`config.mk`:
```
export PLATFORM = sky130hd
export DESIGN_NAME = load_store_unit
export DESIGN_NICKNAME = d
export VERILOG_FILES = /design/src/rtl/lsu_pkg.sv /design/src/rtl/lsu_load_ext.sv /design/src/rtl/load_store_unit.sv
export SDC_FILE = /design/constraint.sdc
export NUM_CORES = 1
export LEC_CHECK = 0
export ABC_CLOCK_PERIOD_IN_PS = 4300
export CORE_UTILIZATION = 45
export CTS_CLUSTER_DIAMETER = 40
export DETAILED_ROUTE_END_ITERATION = 8
export GPL_ROUTABILITY_DRIVEN = 1
export GPL_TIMING_DRIVEN = 0
export PLACE_DENSITY = 0.8
export SYNTH_ARGS = -nofsm -noshare
export SYNTH_HDL_FRONTEND = slang
export SYNTH_SLANG_ARGS = --single-unit
```
`constraint.sdc`:
```
create_clock -name clk -period 4.3 [get_ports clk]
set_clock_uncertainty 0.15 [all_clocks]
set_input_delay 0.645 -clock clk [delete_from_list [all_inputs] [get_ports clk]]
set_output_delay 0.645 -clock clk [all_outputs]
set_load 0.01 [all_outputs]
```
`src/rtl/lsu_pkg.sv`:
```
// Shared definitions for the load/store unit: access-size encodings, the
// sequencer state type, the default memory size and a helper that turns a
// size code into a byte count.
package lsu_pkg;

  localparam logic [1:0] SZ_BYTE = 2'd0;
  localparam logic [1:0] SZ_HALF = 2'd1;
  localparam logic [1:0] SZ_WORD = 2'd2;

  localparam int MEM_LEN_DEF = 65000;

  typedef enum logic [1:0] {
    IDLE = 2'd0,
    XFER = 2'd1,
    DONE = 2'd2
  } state_t;

  // Number of bytes moved for a size code; 0 marks the illegal encoding.
  function automatic logic [2:0] size_to_bytes(input logic [1:0] sz);
    case (sz)
      SZ_BYTE: size_to_bytes = 3'd1;
      SZ_HALF: size_to_bytes = 3'd2;
      SZ_WORD: size_to_bytes = 3'd4;
      default: size_to_bytes = 3'd0;
    endcase
  endfunction

endpackage

```
`src/rtl/lsu_load_ext.sv`:
```
// Combinational zero/sign extension of an assembled load.
// Ports:
//   acc       - little-endian assembled bytes (only the low 8n bits are meaningful)
//   size      - size code of the load
//   is_signed - 1: replicate bit 8n-1 upward, 0: fill with zeros
//   ext       - extended result
module lsu_load_ext
  import lsu_pkg::*;
#(
  parameter int DATA_W = 32
) (
  input  logic [DATA_W-1:0] acc,
  input  logic [1:0]        size,
  input  logic              is_signed,
  output logic [DATA_W-1:0] ext
);

  function automatic logic [DATA_W-1:0] extend_byte(input logic [DATA_W-1:0] v, input logic sg);
    logic signed [7:0] b;
    b = v[7:0];
    if (sg) extend_byte = DATA_W'(b);
    else    extend_byte = {{(DATA_W-8){1'b0}}, v[7:0]};
  endfunction

  function automatic logic [DATA_W-1:0] extend_half(input logic [DATA_W-1:0] v, input logic sg);
    logic signed [15:0] h;
    h = v[15:0];
    if (sg) extend_half = DATA_W'(h);
    else    extend_half = {{(DATA_W-16){1'b0}}, v[15:0]};
  endfunction

  always_comb begin
    ext = acc;
    case (size)
      SZ_BYTE: ext = extend_byte(acc, is_signed);
      SZ_HALF: ext = extend_half(acc, is_signed);
      default: ext = acc;
    endcase
  end

endmodule

```
`src/rtl/load_store_unit.sv`:
```
// Load/store unit: bridges a CPU request/response port to a byte-wide
// memory (combinational read, synchronous write). Each accepted request is
// split into one byte access per cycle, least-significant byte first.
// Ports:
//   clk, reset                 - clock, synchronous active-high reset
//   req_valid/req_ready        - request handshake
//   req_write, req_size,
//   req_signed, req_addr,
//   req_wdata                  - request fields
//   resp_valid, resp_err,
//   resp_rdata                 - one-cycle completion pulse with status/data
//   mem_addr, mem_wdata,
//   mem_we, mem_rdata          - byte memory port
module load_store_unit
  import lsu_pkg::*;
#(
  parameter int ADDR_W  = 16,
  parameter int MEM_LEN = MEM_LEN_DEF,
  parameter int DATA_W  = 32
) (
  input  logic              clk,
  input  logic              reset,
  input  logic              req_valid,
  output logic              req_ready,
  input  logic              req_write,
  input  logic [1:0]        req_size,
  input  logic              req_signed,
  input  logic [ADDR_W-1:0] req_addr,
  input  logic [DATA_W-1:0] req_wdata,
  output logic              resp_valid,
  output logic              resp_err,
  output logic [DATA_W-1:0] resp_rdata,
  output logic [ADDR_W-1:0] mem_addr,
  output logic [7:0]        mem_wdata,
  output logic              mem_we,
  input  logic [7:0]        mem_rdata
);

  state_t            state, state_nxt;
  logic [1:0]        cnt;
  logic              lat_write, lat_signed, lat_err;
  logic [1:0]        lat_size;
  logic [ADDR_W-1:0] lat_addr;
  logic [DATA_W-1:0] lat_wdata;
  logic [DATA_W-1:0] rdata_acc;
  logic [DATA_W-1:0] ext_data;

  logic [2:0]        req_n;
  logic [ADDR_W:0]   last_addr;
  logic              req_bad;
  logic [2:0]        lat_n;
  logic [1:0]        last_cnt;
  logic              accept;

  // Range check is done one bit wider than the address so that a request
  // running past the top of the address space cannot wrap back in range.
  assign req_n     = size_to_bytes(req_size);
  assign last_addr = {1'b0, req_addr} + (ADDR_W+1)'(req_n) - {{ADDR_W{1'b0}}, 1'b1};
  assign req_bad   = (req_n == 3'd0) || (last_addr >= (ADDR_W+1)'(MEM_LEN));
  assign accept    = (state == IDLE) && req_valid;

  assign lat_n    = size_to_bytes(lat_size);
  assign last_cnt = 2'(lat_n - 3'd1);

  // Control state: the only registers that reset needs to touch.
  always_ff @(posedge clk) begin
    if (reset) begin
      state   <= IDLE;
      cnt     <= 2'd0;
      lat_err <= 1'b0;
    end else begin
      state <= state_nxt;
      if (accept) begin
        lat_err <= req_bad;
        cnt     <= 2'd0;
      end else if (state == XFER) begin
        cnt <= cnt + 2'd1;
      end
    end
  end

  // Request payload and load assembly; always qualified by state, so they
  // carry no reset.
  always_ff @(posedge clk) begin
    if (accept) begin
      lat_write  <= req_write;
      lat_size   <= req_size;
      lat_signed <= req_signed;
      lat_addr   <= req_addr;
      lat_wdata  <= req_wdata;
      rdata_acc  <= '0;
    end else if ((state == XFER) && !lat_write) begin
      rdata_acc[{cnt, 3'b000} +: 8] <= mem_rdata;
    end
  end

  always_comb begin
    state_nxt = state;
    case (state)
      IDLE:    if (req_valid) state_nxt = req_bad ? DONE : XFER;
      XFER:    if (cnt == last_cnt) state_nxt = DONE;
      DONE:    state_nxt = IDLE;
      default: state_nxt = IDLE;
    endcase
  end

  lsu_load_ext #(
    .DATA_W(DATA_W)
  ) u_load_ext (
    .acc      (rdata_acc),
    .size     (lat_size),
    .is_signed(lat_signed),
    .ext      (ext_data)
  );

  assign req_ready  = (state == IDLE);
  assign resp_valid = (state == DONE);
  assign resp_err   = (state == DONE) && lat_err;
  assign resp_rdata = ((state == DONE) && !lat_err && !lat_write) ? ext_data : '0;

  // Memory port is held at zero during reset so an interrupted store cannot
  // land one more byte on the reset edge.
  assign mem_we    = (state == XFER) && lat_write && !reset;
  assign mem_addr  = ((state == XFER) && !reset) ? (lat_addr + ADDR_W'(cnt)) : '0;
  assign mem_wdata = ((state == XFER) && lat_write && !reset) ? lat_wdata[{cnt, 3'b000} +: 8] : 8'h00;

endmodule

```
# Word-level counts from Yosys, hierarchy flattened
# Cells that the tools add are included.
# classes
add_sub_neg	6
order_cmp	1
reduce_logical	18
muxes	13
n_shift	3
eq_ne	9
# op_table
cell	n
two-way mux 32 bit	3
one-hot mux 32 bit (2 select lines)	1
bitwise mux 32 bit	1
variable shift 8 x 7 -> 32 bit (first input constant)	1
indexed part select 32 x 6 -> 8 bit	1
indexed part select 8 x 7 -> 32 bit	1
adder 16 x 3 -> 17 bit	1
>= comparator 17 x 16 -> 1 bit (second input constant)	1
subtractor 17 x 1 -> 17 bit (second input constant)	1
adder 16 x 2 -> 16 bit	1
two-way mux 16 bit	1
one-hot mux 3 bit (3 select lines)	1
logical AND 1 bit	8
two-way mux 8 bit	1
negation 5 -> 7 bit	1
== test 2 x 1 -> 1 bit (second input constant)	3
== test 2 bit (second input constant)	3
zero test 2 bit	3
two-way mux 2 bit	3
one-hot mux 2 bit (3 select lines)	1
one-hot mux 2 bit (2 select lines)	1
zero test 1 bit	3
zero test 3 bit	1
adder 2 x 1 -> 2 bit (second input constant)	1
other kinds (7)	7
# totals
ff_bits	89
word_cells	59

# Longest topological paths before layout
# Gate-level depths: netlist of the first run.
# depth
ltp_word	9
mapped_depth	13

# Modules after synthesis
# Synthesis of the first run repeated with hierarchy kept, for this count alone.
# unflattened
cells_unflattened	568
area_unflattened_um2	5311.3
# modules_own_cells
mod	seq_area_each_um2	area_per_inst_um2	n_inst	cells_per_inst
load_store_unit	2302.2	4926.0	1	502
lsu_load_ext	0.0	385.4	1	66

# Worst setup path after synthesis of the first run
# No wires, ideal clock.
# synth_path
path_kind	input-to-reg
from	in req_size[1]
to	reg lat_err
setup_ns	0.095
path_stages	13
setup_slack_ns	0.893
arrival_time_ns	3.162
cell_sequence	nand2b_1 ha_1 inv_1 ha_1 fa_1 a21o_1 a21oi_1 xnor2_1 o311a_1 and4_1 o211ai_1 or4_4 o311ai_1
# synth_between
elab_chain_len	6
word_cells_on_any_way	9
classes_between	add/sub (2); order compare (1); eq/ne (2); mux (1); reduce/logical (3)
# synth_lines
item	line	rtl
start: declaration	load_store_unit.sv:26	input logic [1:0] req_size,
== test 2 bit (tied with other cells)	lsu_pkg.sv:20	case (sz)
one-hot mux 3 bit (3 select lines) (*)	lsu_pkg.sv:20	
adder 16 x 3 -> 17 bit	load_store_unit.sv:58	assign last_addr = {1'b0, req_addr} + (ADDR_W+1)'(req_n) - {{ADDR_W{1'b0}}, 1'b1};
subtractor 17 x 1 -> 17 bit	load_store_unit.sv:58	
>= comparator 17 x 16 -> 1 bit	load_store_unit.sv:59	assign req_bad = (req_n == 3'd0) || (last_addr >= (ADDR_W+1)'(MEM_LEN));
logical OR 1 bit (*)	load_store_unit.sv:59	
end signal: assignment	load_store_unit.sv:74	lat_err <= req_bad;
end: declaration	load_store_unit.sv:41	logic lat_write, lat_signed, lat_err;
# Mark *: on every way between the ends. The rest lies on a longest branch, timed or not.
# A chain may end at the register's enable or synchronous reset.

# Final worst setup path of the first run
# Ends and elaborated chain as after synthesis.

==> reports/qor.txt, run 1 <==
Avg Cell Area, Syn = 9.50 um^2
CP bufs+invs = 2
worst hold-check path type = register to register
Worst path top cell family by delay = simple AND/OR/NAND/NOR gates
Pre-antenna DRT Iters = 5
worst slew pin tran = 0.889 ns
max_slew headroom = 40.3%
diode count = 0
CTS clk-pin slew, worst paths = 0.08 ns
worst setup path start = req_size[1]
Core ar. = 10500 um^2
WL/cell = 15.9 um
final setup margin = 0.358 ns
EDFF count, synth = 52
cts hold-fix bufs = 0
Worst R2R Start = cnt[1]$_SDFFE_PP0N_
Clock Path Buffers = 2
Lkg Pwr = 0.00233 uW
RSZ-0062 raised after global routing = no
Area Growth Syn to Fin = 33.3%
max incr delay on CP = 0.57 ns
final hold slack = 0.307 ns
vias in the first global route = 4159
die height = 106 um
fin nets = 740
GRT Resource Usage Total = 22.8%
largest net degree at the start of global routing = 42
Cells after Synth = 516
CP Depth = 14
Final min period = 3.94 ns
Starting DRT DRC Count = 283
CTS H-tree depth = 3
Worst EP arrival = 4.06 ns
end of the critical path = lat_err$_SDFFE_PP0P_
critical path start-end classification = primary input to register
clock insertion delay at the later pin of the skew report = 0.36 ns
asr flop ratio synth = 0%
period utilisation layout = 91.7%
post-CTS setup buffer count = 0
Initial Util = 46.8%
total vias in the final route = 4348
count of pins over their slew limit = 0
io pins = 123
CTS Buf Count = 9
Worst Reg-to-Reg Cells = 7
VDD IR-drop max = 146 uV
final setup fails = 0
num rows = 37
final RePlAce weighted congestion = 0.962
synthesized net count = 606
sequential share of the synthesized area = 47.0%
Slowest-stage cell, CP = clkdlybuf4s50_1
# DRC = 0
area of the multi-input gates = 2330 um^2
CTS sink cnt = 89
library cells used by synthesis = 50
total routed wirelength = 12600 um
Worst setup SP type = primary input
dpl cell area = 6310 um^2
P per Cell Area = 304 nW/um^2
internal reg-to-reg setup slack = 1.35 ns
critical-path cell list = clkdlybuf4s50_1 -> nand2b_1 -> ha_1 -> inv_1 -> ha_1 -> fa_1 -> a21o_1 -> a21oi_1 -> xnor2_1 -> o311a_1 -> and4_1 -> o211ai_1 -> or4_4 -> o311ai_1
critical-path maximum fanout = 6
max_cap viols = 0
Root Buffer Master = clkbuf_8
power consumption = 1980 uW
die area = 11300 um^2
CTS resizes = 0
Fillers = 846
setup slack at placement = 0.00699 ns
Via-to-Cell Ratio = 5.50
Warnings, synthesis = 0
Register Area = 2300 um^2
Final Hold Viols = 0
status = complete, no violations
DP HPWL = 9670 um
first-pass GRT wire length = 20000 um
required time of the critical path = 4.41 ns
PortBufs = 122
Die Width = 106 um
Mapped Area = 4900 um^2
Top FF cell, synth = edfxtp_1
nature of the critical path endpoint = register
FF-to-FF End = rdata_acc[14]$_SDFFE_PP0P_
Yosys reg bits = 89
share of cells above drive strength 1 = 5.65%
initial antenna violation count = 0
Finished Cell Area = 6530 um^2
CTS tree = yes
Top cell by count, worst path = ha_1
f_max = 254 MHz
ANT nets after route = 0
global route overflow = 0
[registers in the layout (all words and copies together) (netlist names)]
register and count:
lat_size 2, lat_err 1, rdata_acc 32, lat_addr 16
lat_write 1, cnt 2, state 2, lat_wdata 32
lat_signed 1
[power by group]
| group | switching (uW) | leakage (uW) | internal [uW] |
|---|---|---|---|
| sequential | 27.5 | 0.000798 | 966 |
| clock | 294 | 0.000113 | 314 |
| combinational | 206 | 0.00142 | 176 |
[tightest hold or removal path: stages, from the launching register on]
cell and delay (ns):
dfxtp_1 0.32, nand2_1 0.05, a21oi_1 0.05
[cells in the final DEF (no fill, tap or decap), drive strengths merged, types with 2 or more instances in the layout]
cell type | netlist | final
a2111oi | 2 | 2
a21o | 6 | 6
a21oi | 68 | 68
a31oi | 3 | 3
and2 | 16 | 16
and3 | 12 | 12
buf | 4 | 5
clkbuf | 20 | 34
clkdlybuf4s50 | 0 | 122
dfxtp | 37 | 37
edfxtp | 52 | 52
fa | 2 | 2
ha | 25 | 25
inv | 47 | 48
mux4 | 8 | 8
nand2 | 49 | 49
nand2b | 5 | 5
nand3 | 39 | 39
nand4 | 8 | 8
nor2 | 29 | 29
nor3 | 8 | 8
o211ai | 2 | 2
o21a | 2 | 2
o21ai | 21 | 21
o21bai | 2 | 2
o311ai | 3 | 3
or2 | 3 | 3
or3 | 10 | 10
xnor2 | 8 | 8
xor2 | 11 | 11
[routing by layer]
metal,vias to the layer above,part of all wire (%),track usage (%)
met1,2030,41,27.7
met5,-,0,0
met4,0,2.0,9.62
met3,23,6.0,2.08
met2,196,51,41.0
li1,2099,-,-
[Yosys cell counts (2+ instances only)]
cell / number / share of area (%)
a21o_1: 6 / 0.92
a21oi_1: 68 / 6.9
a31oi_1: 3 / 0.38
and2_1: 15 / 1.9
and3_1: 12 / 1.5
buf_1: 4 / 0.31
clkbuf_1: 19 / 1.5
dfxtp_1: 37 / 15
edfxtp_1: 52 / 32
fa_1: 2 / 0.82
ha_1: 25 / 6.4
inv_1: 47 / 3.6
mux4_2: 8 / 3.7
nand2_1: 49 / 3.8
nand2b_1: 5 / 0.64
nand3_1: 39 / 4.0
nand4_1: 8 / 1.0
nor2_1: 28 / 2.1
nor3_1: 8 / 0.82
o21a_1: 2 / 0.31
o21ai_0: 19 / 1.9
o21bai_1: 2 / 0.31
o311ai_1: 3 / 0.54
or2_2: 3 / 0.38
or3_1: 10 / 1.3
xnor2_1: 8 / 1.4
xor2_1: 11 / 2.0
[metrics by stage]
step | utilization (%) | setup TNS [ns] | std cells
finish | 62.4 | 0 | 791
global placement | 60.1 | -7.21 | 774
detailed placement | 60.3 | 0 | 775
global route | 62.4 | 0 | 791
CTS | 62.4 | 0 | 791
floorplan | - | 0 | 516
[cell families (layout without fill, tap and decap cells)]
group / count (synthesis) / after routing / share of synthesized area [%]
XOR/XNOR: 19 / 19 / 3.40
adder cells (fa/ha/maj): 27 / 27 / 7.20
buffers and inverters: 71 / 210 / 5.46
multiplexers: 9 / 9 / 3.88
AND/OR/NAND/NOR: 183 / 183 / 18.4
flip-flops: 89 / 89 / 47.0
AO/OA/AOI/OAI: 118 / 118 / 14.6
[how the worst min path moves through the flow]
| stage | start | cells past startpoint | to | slack, ns |
|---|---|---|---|---|
| after global placement | rdata_acc[12]$_SDFFE_PP0P_ | 2 | rdata_acc[12]$_SDFFE_PP0P_ | 0.29 |
| after CTS | rdata_acc[4]$_SDFFE_PP0P_ | 2 | rdata_acc[4]$_SDFFE_PP0P_ | 0.31 |
| after global routing | rdata_acc[20]$_SDFFE_PP0P_ | 2 | rdata_acc[20]$_SDFFE_PP0P_ | 0.32 |
| final | rdata_acc[0]$_SDFFE_PP0P_ | 2 | rdata_acc[0]$_SDFFE_PP0P_ | 0.31 |
| after detailed placement | rdata_acc[21]$_SDFFE_PP0P_ | 2 | rdata_acc[21]$_SDFFE_PP0P_ | 0.30 |
| after floorplan | rdata_acc[0]$_SDFFE_PP0P_ | 2 | rdata_acc[0]$_SDFFE_PP0P_ | 0.28 |
[final cells by class]
type / count / area share (%)
multi-input combinational: 356 / 35.7
sequential: 89 / 35.2
timing repair buffer: 123 / 19.0
clock buffer: 14 / 3.14
inverter: 47 / 2.70
tap: 136 / 2.60
buffer: 24 / 1.42
clock inverter: 2 / 0.230
No activity file was read; power rests on OpenSTA's default activity.
==> run 2: changes to the inputs <==
--- a/config.mk
+++ b/config.mk
@@ -10,7 +10,7 @@
 export CTS_CLUSTER_DIAMETER = 40
 export DETAILED_ROUTE_END_ITERATION = 8
 export GPL_ROUTABILITY_DRIVEN = 1
-export GPL_TIMING_DRIVEN = 0
+export GPL_TIMING_DRIVEN = 1
 export PLACE_DENSITY = 0.8
 export SYNTH_ARGS = -nofsm -noshare
 export SYNTH_HDL_FRONTEND = slang
==> run 2 against run 1 <==
  * Critical path depth is the same
  * Worst hold slack lost 0.0033 ns
  * Critical path type unchanged
  * Sequential share of layout area grew 0.60 points
  * Count of clock-buffer cells in the layout shrank 1
  * Largest power group unchanged
  * Fmax grew 3.2%
  * Non-clock buffer count shrank 20
==> reports/qor.txt, run 2 (synthesis gave the netlist of run 1 again) <==
status = complete, no violations
CTS H-tree depth = 3 (unchanged)
Worst path top cell family by delay = simple AND/OR/NAND/NOR gates
vias in the first global route = 4133 (-0.63%)
dpl cell area = 6240 um^2 (-1.2%)
commonest non-fill, non-tap cells in the layout = clkdlybuf4s50_1 (122), a21oi_1 (68), edfxtp_1 (52)
DP HPWL = 9350 um (-3.3%)
most common cell after layout, fill and taps aside = clkdlybuf4s50_1
die area = 11300 um^2 (unchanged)
Clock Path Buffers = 2 (unchanged)
first-pass GRT wire length = 19900 um (-0.38%)
PortBufs = 122 (unchanged)
HP Start = rdata_acc[1]$_SDFFE_PP0P_
num rows = 37 (unchanged)
Worst setup SP type = primary input
internal reg-to-reg setup slack = 1.76 ns (+0.41 ns)
Fillers = 885 (+4.6%)
largest net degree at the start of global routing = 86 (+100%)
post-CTS setup buffer count = 0 (unchanged)
max incr delay on CP = 0.50 ns (-0.07 ns)
diode count = 0 (unchanged)
ANT nets after route = 0 (unchanged)
Finished Cell Area = 6420 um^2 (-1.7%)
P per Cell Area = 298 nW/um^2 (-1.8%)
f_max = 262 MHz (+3.2%)
CTS resizes = 0 (unchanged)
clock insertion delay at the later pin of the skew report = 0.36 ns (about the same)
CTS tree = yes
FF-to-FF End = rdata_acc[22]$_SDFFE_PP0P_
fin nets = 720 (-2.7%)
die height = 106 um (unchanged)
# DRC = 0 (unchanged)
io pins = 123 (unchanged)
worst slew pin tran = 1.01 ns (+0.120 ns)
Final Hold Viols = 0 (unchanged)
CTS Buf Count = 9 (unchanged)
Worst R2R Start = cnt[0]$_SDFFE_PP0N_
CTS sink cnt = 89 (unchanged)
post-route setup TNS = 0 ns (unchanged)
RSZ-0062 raised after global routing = no
Area Growth Syn to Fin = 31.1%
Die Width = 106 um (unchanged)
placed cells = 755 (-2.6%)
CP bufs+invs = 2 (unchanged)
required time of the critical path = 4.41 ns (about the same)
max_slew headroom = 32.7% (-7.5 points)
Final min period = 3.82 ns (-0.123 ns)
final setup margin = 0.482 ns (+0.123 ns)
hold path endpoint = rdata_acc[1]$_SDFFE_PP0P_
critical path start-end classification = primary input to register
count of pins over their slew limit = 0 (unchanged)
Starting DRT DRC Count = 208 (-27%)
Lkg Pwr = 0.00230 uW (-1.6%)
hold depth = 2 (unchanged)
initial antenna violation count = 0 (unchanged)
Core ar. = 10500 um^2 (unchanged)
max_cap viols = 0 (unchanged)
setup slack at placement = 0.135 ns (+0.128 ns)
Via-to-Cell Ratio = 5.48 (-0.28%)
WL/cell = 16.2 um (+2.1%)
Initial Util = 46.8% (unchanged)
nature of the critical path endpoint = register
period utilisation layout = 88.8% (-2.9 points)
global route overflow = 0 (unchanged)
critical-path cell list = clkdlybuf4s50_1 -> nand2b_1 -> ha_1 -> inv_1 -> ha_1 -> fa_1 -> a21o_1 -> nand4_1 -> a31oi_1 -> nor3_1 -> or3_1 -> o211ai_1 -> or4_4 -> o311ai_1
Worst EP arrival = 3.92 ns (-0.14 ns)
total vias in the final route = 4226 (-2.8%)
total routed wirelength = 12500 um (-0.45%)
Pre-antenna DRT Iters = 5 (unchanged)
top flop regs = lat_wdata (32), rdata_acc (32), lat_addr (16)
share of cells above drive strength 1 = 6.30% (+0.65 points)
Post-Layout Cell Count = 771 (-2.5%)
critical-path maximum fanout = 6 (unchanged)
worst hold-check path type = register to register
final setup fails = 0 (unchanged)
GRT Resource Usage Total = 22.6% (-0.24 points)
VDD IR-drop max = 146 uV (+0.38%)
Worst Reg-to-Reg Cells = 7 (unchanged)
Slowest-stage cell, CP = clkdlybuf4s50_1
final RePlAce weighted congestion = 0.888 (-7.7%)
cts hold-fix bufs = 0 (unchanged)
power consumption = 1920 uW (-3.4%)
Top cell by count, worst path = ha_1
CTS clk-pin slew, worst paths = 0.09 ns (about the same)
Root Buffer Master = clkbuf_8
==> run 2: cell types whose count changed in the layout (fill, tap and decap cells not counted), sizes merged <==
cell / previous run / this run
clkbuf: 34 / 13
clkinv: 1 / 0
clkinvlp: 0 / 1
inv: 48 / 49
==> run 2: stage by stage <==
step	util, %	hold WS [ns]
CTS	61.4	0.303
finish	61.4	0.303
global route	61.4	0.317
global placement	59.6	0.290
floorplan	-	0.277
detailed placement	59.6	0.292
==> run 2: per-layer routing <==
layer / global-route usage (%) / wire, um / up-vias / share of wire, %
li1: - / - / 2057 / -
met3: 3.19 / 742 / 28 / 5.9
met4: 8.83 / 313 / 0 / 2.5
met5: 0 / 0 / - / 0
met1: 27.1 / 5220 / 1973 / 42
met2: 40.5 / 6230 / 168 / 50
==> run 2: worst max path at each step <==
stage,depth (start not counted),start,endpoint
floorplan,13,req_size[1],lat_err$_SDFFE_PP0P_
global placement,14,req_size[1],lat_err$_SDFFE_PP0P_
detailed placement,14,req_size[1],lat_err$_SDFFE_PP0P_
CTS,14,req_size[1],lat_err$_SDFFE_PP0P_
global route,14,req_size[1],lat_err$_SDFFE_PP0P_
finish,14,req_size[1],lat_err$_SDFFE_PP0P_
==> run 2: worst reg2reg max path: cells and delay by family (launching register included) <==
kind / cells / cell delay (ns)
AND/OR/NAND/NOR: 2 / 0.90
flip-flops: 1 / 0.36
adder cells (fa/ha/maj): 1 / 0.35
buffers and inverters: 3 / 0.54
AO/OA/AOI/OAI: 1 / 0.17
==> run 2: final cells by class <==
cell class	instances	area, um^2	area share, %
clock buffer	13	163	2.53
clock inverter	3	22.5	0.351
inverter	47	176	2.75
multi-input combinational	356	2330	36.3
sequential	89	2300	35.8
tap	136	170	2.65
timing repair buffer	127	1260	19.6
==> run 2: power breakdown <==
| part | switching, uW | total [uW] | internal [uW] |
|---|---|---|---|
| sequential | 30.1 | 997 | 967 |
| clock | 298 | 549 | 251 |
| combinational | 199 | 369 | 170 |
==> run 3: changes to the inputs <==
--- a/config.mk
+++ b/config.mk
@@ -5,13 +5,15 @@
 export SDC_FILE = /design/constraint.sdc
 export NUM_CORES = 1
 export LEC_CHECK = 0
-export ABC_CLOCK_PERIOD_IN_PS = 4300
-export CORE_UTILIZATION = 45
+export ABC_CLOCK_PERIOD_IN_PS = 4780
+export CELL_PAD_IN_SITES_DETAIL_PLACEMENT = 1
+export CELL_PAD_IN_SITES_GLOBAL_PLACEMENT = 1
+export CORE_UTILIZATION = 40
 export CTS_CLUSTER_DIAMETER = 40
 export DETAILED_ROUTE_END_ITERATION = 8
 export GPL_ROUTABILITY_DRIVEN = 1
 export GPL_TIMING_DRIVEN = 1
-export PLACE_DENSITY = 0.8
+export PLACE_DENSITY = 0.91
 export SYNTH_ARGS = -nofsm -noshare
 export SYNTH_HDL_FRONTEND = slang
 export SYNTH_SLANG_ARGS = --single-unit
==> constraint.sdc (replaced) <==
create_clock -name clk -period 4.78 [get_ports clk]
set_clock_uncertainty 0.15 [all_clocks]
set_input_delay 0.717 -clock clk [delete_from_list [all_inputs] [get_ports clk]]
set_output_delay 0.717 -clock clk [all_outputs]
set_load 0.01 [all_outputs]
==> run 3 against run 2 <==
  * Routed wire length grew 17%
  * Count of clock-buffer cells in the layout shrank 3
  * Worst setup slack gained 0.27 ns
  * Largest power group unchanged
==> reports/qor.txt, run 3 (synthesis gave the netlist of run 1 again) <==
nature of the critical path endpoint = register
post-route setup TNS = 0 ns (unchanged)
top flop regs = lat_wdata (32), rdata_acc (32), lat_addr (16)
switching power total = 563 uW (+6.9%)
Slowest-stage cell, CP = clkdlybuf4s50_1
period utilisation layout = 84.2%
CTS H-tree depth = 3 (unchanged)
largest net degree at the start of global routing = 64 (-26%)
CTS Buf Count = 9 (unchanged)
Via-to-Cell Ratio = 5.50 (+0.30%)
Sw Share = 28.4% (+0.87 points)
GRT Resource Usage Total = 24.1% (+1.5 points)
Worst EP arrival = 4.13 ns (+0.21 ns)
Pre-antenna DRT Iters = 4 (-1)
status = complete, no violations
HP Start = rdata_acc[6]$_SDFFE_PP0P_
DP HPWL = 11000 um (+17%)
CTS sink cnt = 89 (unchanged)
Root Buffer Master = clkbuf_16
CTS tree = yes
Starting DRT DRC Count = 188 (-9.6%)
io pins = 123 (unchanged)
WL/cell = 18.8 um (+16%)
first-pass GRT wire length = 23600 um (+18%)
internal reg-to-reg setup slack = 2.18 ns (+0.42 ns)
max_cap viols = 0 (unchanged)
DR top layer = met4
post-CTS setup buffer count = 0 (unchanged)
Top cell by count, worst path = ha_1
met2 WL = 7750 um (+25%)
ANT nets after route = 0 (unchanged)
f_max = 249 MHz
Final min period = 4.02 ns
share of cells above drive strength 1 = 6.16% (-0.14 points)
worst hold-check path type = register to register
die height = 113 um (+6.0%)
total vias in the final route = 4288 (+1.5%)
final setup margin = 0.756 ns (+0.274 ns)
CTS resizes = 0 (unchanged)
Comb power frac = 17.2% (-2.1 points)
setup slack at placement = 0.455 ns (+0.320 ns)
Int Pwr = 1420 uW (+2.3%)
critical path start-end classification = primary input to register
critical-path cell list = clkdlybuf4s50_1 -> nand2b_1 -> ha_1 -> inv_1 -> ha_1 -> fa_1 -> a21o_1 -> a21oi_1 -> xnor2_1 -> o311a_1 -> and4_1 -> o211ai_1 -> or4_4 -> o311ai_1
hold path endpoint = rdata_acc[6]$_SDFFE_PP0P_
cts hold-fix bufs = 0 (unchanged)
Clock Path Buffers = 2 (unchanged)
Lkg Pwr = 0.00235 uW (+2.1%)
Core ar. = 12000 um^2 (+14%)
commonest non-fill, non-tap cells in the layout = clkdlybuf4s50_1 (122), a21oi_1 (68), edfxtp_1 (52)
final setup fails = 0 (unchanged)
P per Cell Area = 302 nW/um^2 (+1.5%)
Reg power frac = 45.6% (-6.4 points)
max incr delay on CP = 0.52 ns (+0.02 ns)
power consumption = 1980 uW (+3.6%)
max_slew headroom = 30.7% (-2.0 points)
Initial Util = 41.0% (-5.9 points)
required time of the critical path = 4.89 ns (+0.48 ns)
CTS clk-pin slew, worst paths = 0.07 ns (-0.02 ns)
clock insertion delay at the later pin of the skew report = 0.36 ns (about the same)
most common cell after layout, fill and taps aside = clkdlybuf4s50_1
hold depth = 2 (unchanged)
die area = 12700 um^2 (+12%)
Worst setup SP type = primary input
# DRC = 0 (unchanged)
vias in the first global route = 4566 (+10%)
global route overflow = 0 (unchanged)
PortBufs = 122 (unchanged)
diode count = 0 (unchanged)
Worst R2R Start = cnt[1]$_SDFFE_PP0N_
initial antenna violation count = 0 (unchanged)
critical-path maximum fanout = 6 (unchanged)
Die Width = 113 um (+6.0%)
count of pins over their slew limit = 0 (unchanged)
Final Hold Viols = 0 (unchanged)
VDD IR-drop max = 137 uV (-6.7%)
wl on met1 = 5980 um (+15%)
fin nets = 718 (-0.28%)
worst slew pin tran = 1.03 ns (+0.0235 ns)
Worst Reg-to-Reg Cells = 7 (unchanged)
final RePlAce weighted congestion = 0.841 (-5.3%)
final hold slack = 0.304 ns (+0.000268 ns)
FF-to-FF End = rdata_acc[11]$_SDFFE_PP0P_
met3 WL = 574 um (-23%)
num rows = 40 (+8.1%)
clock share of power = 37.3% (+8.6 points)
total routed wirelength = 14700 um (+17%)
Area Growth Syn to Fin = 33.8%
RSZ-0062 raised after global routing = no
[run 3: area by class of cell]
class                           count  area, um^2
Sequential cell                    89        2300
Fill cell                        1353        5400
Tap cell                          147         184
Timing Repair Buffer              125        1260
Clock inverter                      6        57.6
Clock buffer                       10         250
Multi-Input combinational cell    356        2330
Inverter                           47         176
[run 3: per-layer routing]
layer,up-vias,GRT usage [%]
li1,2048,-
met1,2093,27.6
met2,121,44.4
met3,26,3.24
met4,0,11.1
met5,-,0
[run 3: how the worst max path moves through the flow]
stage	from	cells past startpoint	slack (ns)	endpoint
finish	req_size[1]	14	0.76	lat_err$_SDFFE_PP0P_
CTS	lat_write$_DFFE_PP_	4	0.68	resp_rdata[26]
global placement	req_size[1]	14	0.63	lat_err$_SDFFE_PP0P_
floorplan	req_size[1]	13	1.30	lat_err$_SDFFE_PP0P_
detailed placement	req_size[1]	14	0.46	lat_err$_SDFFE_PP0P_
global route	lat_write$_DFFE_PP_	4	0.54	resp_rdata[21]
[run 3: per-stage QoR]
step | util (%) | std cells | area, um^2
after floorplan | - | 516 | 4900
after global placement | 52.2 | 764 | 6250
after detailed placement | 52.2 | 764 | 6250
after CTS | 54.8 | 780 | 6560
after global routing | 54.8 | 780 | 6560
final | 54.8 | 780 | 6560
[run 3: power by group through the flow]
stage          clock network, uW  logic [uW]  registers [uW]
2_1_floorplan                  0         202             905
3_3_place_gp                   0         316             915
3_5_place_dp                   0         336             921
4_1_cts                      746         340             905
5_1_grt                      775         369             910
6_report                     739         340             904
[run 3: worst max-delay path: cells and delay by family]
family,cells,cell delay (ns)
adder cells (fa/ha/maj),3,0.93
AO/OA/AOI/OAI,5,0.84
buffers and inverters,2,0.57
AND/OR/NAND/NOR,3,0.93
XOR/XNOR,1,0.14
